[src/rtl/load_store_unit.sv]
// RV32I load/store unit: byte-lane selection, store positioning and load extension over a req/ack word port.
// Optional LSU_MISALIGNED_EN splits word-spanning accesses into two word transfers; otherwise they fault.
module load_store_unit #(
  parameter int ADDR_WIDTH     = 32,
  parameter int TIMEOUT_CYCLES = 255
) (
  input  logic                  clk,
  input  logic                  rst,
  input  logic                  Start,
  input  logic                  WE,
  input  logic [2:0]            Type,
  input  logic [ADDR_WIDTH-1:0] Addr,
  input  logic [31:0]           WriteData,
  output logic [31:0]           ReadData,
  output logic                  Busy,
  output logic                  Done,
  output logic                  Fault,
  output logic                  MemReq,
  output logic                  MemWE,
  output logic [ADDR_WIDTH-1:0] MemAddr,
  output logic [3:0]            MemBE,
  output logic [31:0]           MemWData,
  input  logic [31:0]           MemRData,
  input  logic                  MemAck
);

  typedef enum logic [1:0] {
    IDLE = 2'd0,
    ACC0 = 2'd1,
`ifdef LSU_MISALIGNED_EN
    ACC1 = 2'd3,
`endif
    DONE = 2'd2
  } state_t;

  localparam logic [7:0] TO_LIMIT = 8'(TIMEOUT_CYCLES);

  // Size mask shifted by the byte offset; bits [7:4] are the lanes that spill into the next word.
  function automatic logic [7:0] lane_mask(input logic [2:0] typ, input logic [1:0] off);
    logic [7:0] m;
    case (typ[1:0])
      2'b00:   m = 8'h01;
      2'b01:   m = 8'h03;
      default: m = 8'h0F;
    endcase
    return m << off;
  endfunction

  function automatic logic type_legal(input logic we, input logic [2:0] typ);
    if (we) return typ inside {3'b000, 3'b001, 3'b010};
    return typ inside {3'b000, 3'b001, 3'b010, 3'b100, 3'b101};
  endfunction

  function automatic logic [31:0] byte_mask(input logic [3:0] be);
    return {{8{be[3]}}, {8{be[2]}}, {8{be[1]}}, {8{be[0]}}};
  endfunction

  function automatic logic [31:0] extend(input logic [31:0] a, input logic [2:0] typ);
    case (typ)
      3'b000:  return {{24{a[7]}}, a[7:0]};
      3'b001:  return {{16{a[15]}}, a[15:0]};
      3'b100:  return {24'b0, a[7:0]};
      3'b101:  return {16'b0, a[15:0]};
      default: return a;
    endcase
  endfunction

  state_t                  state_q, state_d;
  logic                    we_q;
  logic [2:0]              type_q;
  logic [ADDR_WIDTH-1:0]   addr_q;
  logic [31:0]             wdata_q;
  logic                    fault_q, fault_d;
  logic [31:0]             asm_q, asm_d;
  logic [31:0]             rdata_q, rdata_d;
  logic [7:0]              cnt_q, cnt_d;

  logic                    start_reject;
  logic [ADDR_WIDTH-1:0]   base_addr;
  logic [3:0]              be0;
  logic [5:0]              sh_lo;

  assign base_addr = {addr_q[ADDR_WIDTH-1:2], 2'b00};
  assign be0       = 4'(lane_mask(type_q, addr_q[1:0]));
  assign sh_lo     = {1'b0, addr_q[1:0], 3'b000};
  assign ReadData  = rdata_q;

`ifdef LSU_MISALIGNED_EN
  logic       split_q;
  logic [3:0] be1;
  logic [5:0] sh_hi;
  assign split_q      = |be1;
  assign be1          = 4'(lane_mask(type_q, addr_q[1:0]) >> 4);
  assign sh_hi        = 6'd32 - sh_lo;
  assign start_reject = !type_legal(WE, Type);
`else
  logic start_split;
  assign start_split  = |(lane_mask(Type, Addr[1:0]) >> 4);
  assign start_reject = !type_legal(WE, Type) || start_split;
`endif

  always_comb begin
    state_d  = state_q;
    fault_d  = fault_q;
    asm_d    = asm_q;
    rdata_d  = rdata_q;
    cnt_d    = cnt_q;
    Busy     = (state_q != IDLE);
    Done     = 1'b0;
    Fault    = 1'b0;
    MemReq   = 1'b0;
    MemWE    = 1'b0;
    MemAddr  = '0;
    MemBE    = 4'b0;
    MemWData = 32'b0;
    case (state_q)
      IDLE: begin
        if (Start) begin
          cnt_d   = 8'd0;
          fault_d = start_reject;
          state_d = start_reject ? DONE : ACC0;
        end
      end
      ACC0: begin
        MemReq   = 1'b1;
        MemWE    = we_q;
        MemAddr  = base_addr;
        MemBE    = be0;
        MemWData = wdata_q << sh_lo;
        if (MemAck) begin
          asm_d = (MemRData & byte_mask(be0)) >> sh_lo;
`ifdef LSU_MISALIGNED_EN
          if (split_q) begin
            cnt_d   = 8'd0;
            state_d = ACC1;
          end else begin
            state_d = DONE;
            if (!we_q) rdata_d = extend(asm_d, type_q);
          end
`else
          state_d = DONE;
          if (!we_q) rdata_d = extend(asm_d, type_q);
`endif
        end else begin
          cnt_d = cnt_q + 8'd1;
          if (cnt_d == TO_LIMIT) begin
            fault_d = 1'b1;
            state_d = DONE;
          end
        end
      end
`ifdef LSU_MISALIGNED_EN
      ACC1: begin
        MemReq   = 1'b1;
        MemWE    = we_q;
        MemAddr  = base_addr + ADDR_WIDTH'(4);
        MemBE    = be1;
        MemWData = wdata_q >> sh_hi;
        if (MemAck) begin
          // Spilled bytes follow the bytes already gathered from the first word.
          asm_d   = asm_q | ((MemRData & byte_mask(be1)) << sh_hi);
          state_d = DONE;
          if (!we_q) rdata_d = extend(asm_d, type_q);
        end else begin
          cnt_d = cnt_q + 8'd1;
          if (cnt_d == TO_LIMIT) begin
            fault_d = 1'b1;
            state_d = DONE;
          end
        end
      end
`endif
      DONE: begin
        Done    = 1'b1;
        Fault   = fault_q;
        state_d = IDLE;
      end
      default: state_d = IDLE;
    endcase
  end

  always_ff @(posedge clk) begin
    if (rst) begin
      state_q <= IDLE;
      we_q    <= 1'b0;
      type_q  <= 3'b0;
      addr_q  <= '0;
      wdata_q <= 32'b0;
      fault_q <= 1'b0;
      asm_q   <= 32'b0;
      rdata_q <= 32'b0;
      cnt_q   <= 8'd0;
    end else begin
      state_q <= state_d;
      fault_q <= fault_d;
      asm_q   <= asm_d;
      rdata_q <= rdata_d;
      cnt_q   <= cnt_d;
      if (state_q == IDLE && Start) begin
        we_q    <= WE;
        type_q  <= Type;
        addr_q  <= Addr;
        wdata_q <= WriteData;
      end
    end
  end

endmodule

[config.mk]
export PLATFORM = sky130hd
export DESIGN_NAME = load_store_unit
export DESIGN_NICKNAME = d
export VERILOG_FILES = /design/src/rtl/load_store_unit.sv
export SDC_FILE = /design/constraint.sdc
export NUM_CORES = 1
export LEC_CHECK = 0
export CAP_MARGIN = 20
export CORE_MARGIN = 4
export CORE_UTILIZATION = 50
export CTS_BUF_LIST = sky130_fd_sc_hd__clkbuf_8
export CTS_CLUSTER_SIZE = 24
export DETAILED_ROUTE_END_ITERATION = 8
export GPL_TIMING_DRIVEN = 0
export MAX_ROUTING_LAYER = met4
export PLACE_DENSITY = 0.95
export SYNTH_ARGS = -nofsm -noshare
export SYNTH_HDL_FRONTEND = slang
export SYNTH_SLANG_ARGS = --single-unit
[constraint.sdc]
create_clock -name clk -period 4.42 [get_ports clk]
set_clock_uncertainty 0.05 [all_clocks]
set_input_delay 0.884 -clock clk [delete_from_list [all_inputs] [get_ports clk]]
set_output_delay 0.884 -clock clk [all_outputs]
set_load 0.03 [all_outputs]
==> impl_metrics.prom <==
# TYPE chip_impl_metric gauge
chip_impl_info{name="run_status",value="completed"} 1
chip_impl_metric{name="syn-mean-instance-area",unit="sq um"} 7.760
chip_impl_info{name="grt_setup_unrepaired",value="false"} 1
chip_impl_info{name="synth_most_common_cell",value="sky130_fd_sc_hd__nand2_1"} 1
chip_impl_metric{name="design.die.area",unit="sq um"} 12960
chip_impl_metric{name="timing.critical_path.required",unit="ns"} 3.49
chip_impl_metric{name="coreArea",unit="sq um"} 10890
chip_impl_metric{name="placementRows",unit=""} 38
chip_impl_metric{name="detailedRoute.firstPassIterationCount",unit=""} 5
chip_impl_metric{name="globalRoute.totalOverflow",unit=""} 0
chip_impl_info{name="clockRootBuffer",value="sky130_fd_sc_hd__clkbuf_8"} 1
chip_impl_metric{name="final_nets",unit=""} 1045
chip_impl_metric{name="die_w",unit="um"} 113.9
chip_impl_metric{name="drt.antenna.violating_nets",unit=""} 0
chip_impl_metric{name="diodes",unit=""} 0
chip_impl_metric{name="postRouteWirelength",unit="mm"} 19.09
chip_impl_metric{name="finalWorstPathRequiredPeriod",unit="ns"} 3.816
chip_impl_metric{name="place.port_buffers",unit=""} 205
chip_impl_info{name="synth_top_cell_by_area",value="sky130_fd_sc_hd__dfxtp_1"} 1
chip_impl_metric{name="synth_warnings",unit=""} 0
chip_impl_metric{name="drive_gt1_share",unit="%"} 7.309
chip_impl_info{name="main_combinational_cell_family_by_area_after_synthesis",value="simple AND/OR/NAND/NOR gates"} 1
chip_impl_metric{name="report.final.setup_viol",unit=""} 0
chip_impl_metric{name="layout-area-overhead-vs-synth",unit="%"} 43.01
chip_impl_metric{name="worst-r2r-setup-slack",unit="ns"} 2.43
chip_impl_metric{name="place.gp.congestion",unit=""} 0.9386
chip_impl_metric{name="power_frac_comb",unit="%"} 22.4
chip_impl_metric{name="synth_area",unit="sq um"} 5603
chip_impl_metric{name="clock_tree.htree_level_count",unit=""} 3
chip_impl_metric{name="post-route-period-util",unit="%"} 86.33
chip_impl_metric{name="synth.lib_cells_used.distinct",unit=""} 50
chip_impl_metric{name="synth-adder-area-share",unit="%"} 0.4466
chip_impl_metric{name="synthXorXnorAreaFrac",unit="%"} 0
chip_impl_metric{name="pwr-share-clk",unit="%"} 27.2
chip_impl_metric{name="timing.critical_path.fanout_max",unit=""} 10
chip_impl_metric{name="holdWs",unit="ns"} 0.4069
chip_impl_metric{name="max_freq",unit="MHz"} 262.1
chip_impl_metric{name="largest_net_degree_at_the_start_of_global_routing",unit=""} 20
chip_impl_metric{name="detailed_place_hpwl",unit="mm"} 14.69
chip_impl_metric{name="postSynth.asyncResetShare",unit="%"} 0
chip_impl_metric{name="drt-vias-per-instance",unit=""} 5.536
chip_impl_info{name="synth_area_leaders",value="sky130_fd_sc_hd__dfxtp_1, sky130_fd_sc_hd__nand2_1, sky130_fd_sc_hd__a21oi_1"} 1
chip_impl_metric{name="max-clock-path-buffers",unit=""} 2
chip_impl_metric{name="grt_antenna_before_repair",unit=""} 0
chip_impl_metric{name="power_report.internal_total",unit="mW"} 1.482
chip_impl_metric{name="sequentialPowerShare",unit="%"} 50.3
chip_impl_metric{name="crit_arrival",unit="ns"} 2.88
chip_impl_info{name="cp-startpoint",value="state_q[1]"} 1
chip_impl_metric{name="die_height",unit="um"} 113.9
chip_impl_info{name="ys.flop_type",value="sky130_fd_sc_hd__dfxtp_1"} 1
chip_impl_metric{name="ys_seq_area_share",unit="%"} 39.66
chip_impl_metric{name="synth-simple-area-share",unit="%"} 25.03
chip_impl_metric{name="cts_setup_buffers",unit=""} 0
chip_impl_metric{name="routed-via-count",unit=""} 6001
chip_impl_metric{name="vias_in_the_first_global_route",unit=""} 6006
chip_impl_metric{name="cts-buffers-inserted",unit=""} 9
chip_impl_metric{name="initial_core_utilization",unit="%"} 51.46
chip_impl_metric{name="clock_insertion_delay_worst_skew",unit="ns"} 0.38
chip_impl_metric{name="fill_cell_total_of_the_finished_layout",unit=""} 839
chip_impl_metric{name="max_cap_violations",unit=""} 0
chip_impl_metric{name="netSwitchingFraction",unit="%"} 31.39
chip_impl_metric{name="drc_errors",unit=""} 0
chip_impl_metric{name="power-per-cell-area",unit="nW/um^2"} 269.6
chip_impl_metric{name="post-route-cell-area",unit="sq um"} 8013
chip_impl_metric{name="post_drt_wl_per_cell",unit="um"} 17.61
chip_impl_metric{name="worst_slew_pin_slew",unit="ns"} 0.9541
chip_impl_metric{name="synth_top_cell_area_share",unit="%"} 39.66
chip_impl_metric{name="power_switching",unit="mW"} 0.6782
chip_impl_info{name="rr_startpoint",value="state_q[0]"} 1
chip_impl_metric{name="synth.ff_latch_count",unit=""} 111
chip_impl_metric{name="initialDrtViolationCount",unit=""} 463
chip_impl_metric{name="synth_enable_flop_cells",unit=""} 0
chip_impl_info{name="min-delay-path-class",value="flip-flop to flip-flop"} 1
chip_impl_metric{name="relative_slew_margins",unit="%"} 35.91
chip_impl_info{name="path_class",value="flip-flop to primary output"} 1
chip_impl_metric{name="post_synth_inst_count",unit=""} 722
chip_impl_metric{name="path_clk_slew",unit="ns"} 0.11
chip_impl_metric{name="vdd_ir_drop_max",unit="mV"} 0.1984
chip_impl_info{name="worstSetupEndpointType",value="primary output"} 1
chip_impl_metric{name="static-leakage-power",unit="nW"} 2.865
chip_impl_metric{name="cts_repair_resize_count",unit=""} 0
chip_impl_info{name="leading_post_synthesis_cells_by_instance_count",value="sky130_fd_sc_hd__nand2_1, sky130_fd_sc_hd__a21oi_1, sky130_fd_sc_hd__dfxtp_1, sky130_fd_sc_hd__nor2_1, sky130_fd_sc_hd__and2_1"} 1
chip_impl_metric{name="ios",unit=""} 209
chip_impl_metric{name="synth_compound_gate_area_share",unit="%"} 20.99
chip_impl_metric{name="clkSinkCount",unit=""} 111
chip_impl_metric{name="placed_cell_area",unit="sq um"} 7834
chip_impl_info{name="timing.critical_path.from_type",value="flip-flop"} 1
chip_impl_metric{name="slew_viol_final",unit=""} 0
chip_impl_info{name="cts_tree",value="built"} 1
chip_impl_info{name="hold_path.startpoint",value="addr_q[9]"} 1
chip_impl_metric{name="synth_mux_area_share",unit="%"} 7.682
chip_impl_metric{name="grt_usage",unit="%"} 29.46
chip_impl_metric{name="timing_hold_violations_final",unit=""} 0
chip_impl_metric{name="hold_buffers",unit=""} 0
chip_impl_metric{name="first_pass_grt_wire_length",unit="mm"} 29.59
chip_impl_metric{name="fin_tns_setup",unit="ns"} 0
## power groups by stage
stage / combinational [mW] / clock (mW) / sequential [mW]
after floorplan: 0.261 / 0 / 1.11
after global placement: 0.467 / 0 / 1.11
after detailed placement: 0.477 / 0 / 1.11
after CTS: 0.480 / 0.584 / 1.09
after global routing: 0.522 / 0.616 / 1.09
final: 0.485 / 0.588 / 1.09
## critical path, cell delays in order (launching register included)
cell and delay (ns):
sky130_fd_sc_hd__dfxtp_1 0.31, sky130_fd_sc_hd__buf_2 0.16, sky130_fd_sc_hd__nand2b_4 0.16, sky130_fd_sc_hd__inv_1 0.16, sky130_fd_sc_hd__nand2b_1 0.08, sky130_fd_sc_hd__clkbuf_1 0.23
sky130_fd_sc_hd__nor2_1 0.50, sky130_fd_sc_hd__and2_1 0.23, sky130_fd_sc_hd__clkdlybuf4s50_1 0.68
## worst paths after layout
path / cells past startpoint / end
worst max-delay path: 8 / MemWData[3]
worst min-delay path: 2 / addr_q[9]
worst max register to register: 5 / cnt_q[3]
worst min register to register: 2 / addr_q[9]
## metrics by stage
| step | std cells | util, % | setup WS, ns | power (mW) |
|---|---|---|---|---|
| global placement | 1068 | 71.95 | 1.046 | 1.574 |
| global route | 1084 | 73.59 | 0.4632 | 2.232 |
| CTS | 1084 | 73.59 | 0.5864 | 2.151 |
| detailed placement | 1068 | 71.95 | 1.020 | 1.587 |
| finish | 1084 | 73.59 | 0.6042 | 2.161 |
| floorplan | 723 | - | 1.595 | 1.374 |
## layer usage
| layer | global-route usage [%] | up-vias | wire, um |
|---|---|---|---|
| met3 | 6.207 | 57 | 1546 |
| li1 | - | 2887 | - |
| met2 | 49.43 | 290 | 9199 |
| met5 | - | - | 0 |
| met4 | 11.32 | 0 | 654 |
| met1 | 34.71 | 2767 | 7693 |
## flip-flops by register name, summed over array words and instances (netlist names)
name,count
ReadData,32
addr_q,32
wdata_q,32
cnt_q,8
type_q,3
state_q,2
fault_q,1
we_q,1
## final cells by class
cell class / count / area [sq um] / share of cell area, %
inverter: 7 / 26.28 / 0.3279
tap: 140 / 175.2 / 2.186
multi-input combinational: 542 / 3042 / 37.96
timing repair buffer: 205 / 2052 / 25.61
sequential: 111 / 2222 / 27.73
clock buffer: 9 / 123.9 / 1.546
clock inverter: 7 / 55.05 / 0.6871
buffer: 63 / 316.6 / 3.951
## kinds of logic after synthesis
| kind of cell | Yosys count |
|---|---|
| buf+inv | 70 |
| compound gates | 191 |
| flops | 111 |
| other cells | 1 |
| fa+ha+maj | 2 |
| simple gates | 307 |
| mux | 40 |
## cells in the final DEF, fill, tap and decap left out, types with 12 or more instances in the layout
master,Yosys,routed
sky130_fd_sc_hd__a211oi_1,31,31
sky130_fd_sc_hd__a21oi_1,117,117
sky130_fd_sc_hd__and2_1,42,42
sky130_fd_sc_hd__buf_2,16,16
sky130_fd_sc_hd__clkbuf_1,33,33
sky130_fd_sc_hd__clkdlybuf4s50_1,0,205
sky130_fd_sc_hd__dfxtp_1,111,111
sky130_fd_sc_hd__mux2_2,14,14
sky130_fd_sc_hd__mux2i_1,25,25
sky130_fd_sc_hd__nand2_1,158,158
sky130_fd_sc_hd__nor2_1,61,61
sky130_fd_sc_hd__nor2b_1,12,12
sky130_fd_sc_hd__nor3_1,12,12
Power figures use the tool's default switching activity.
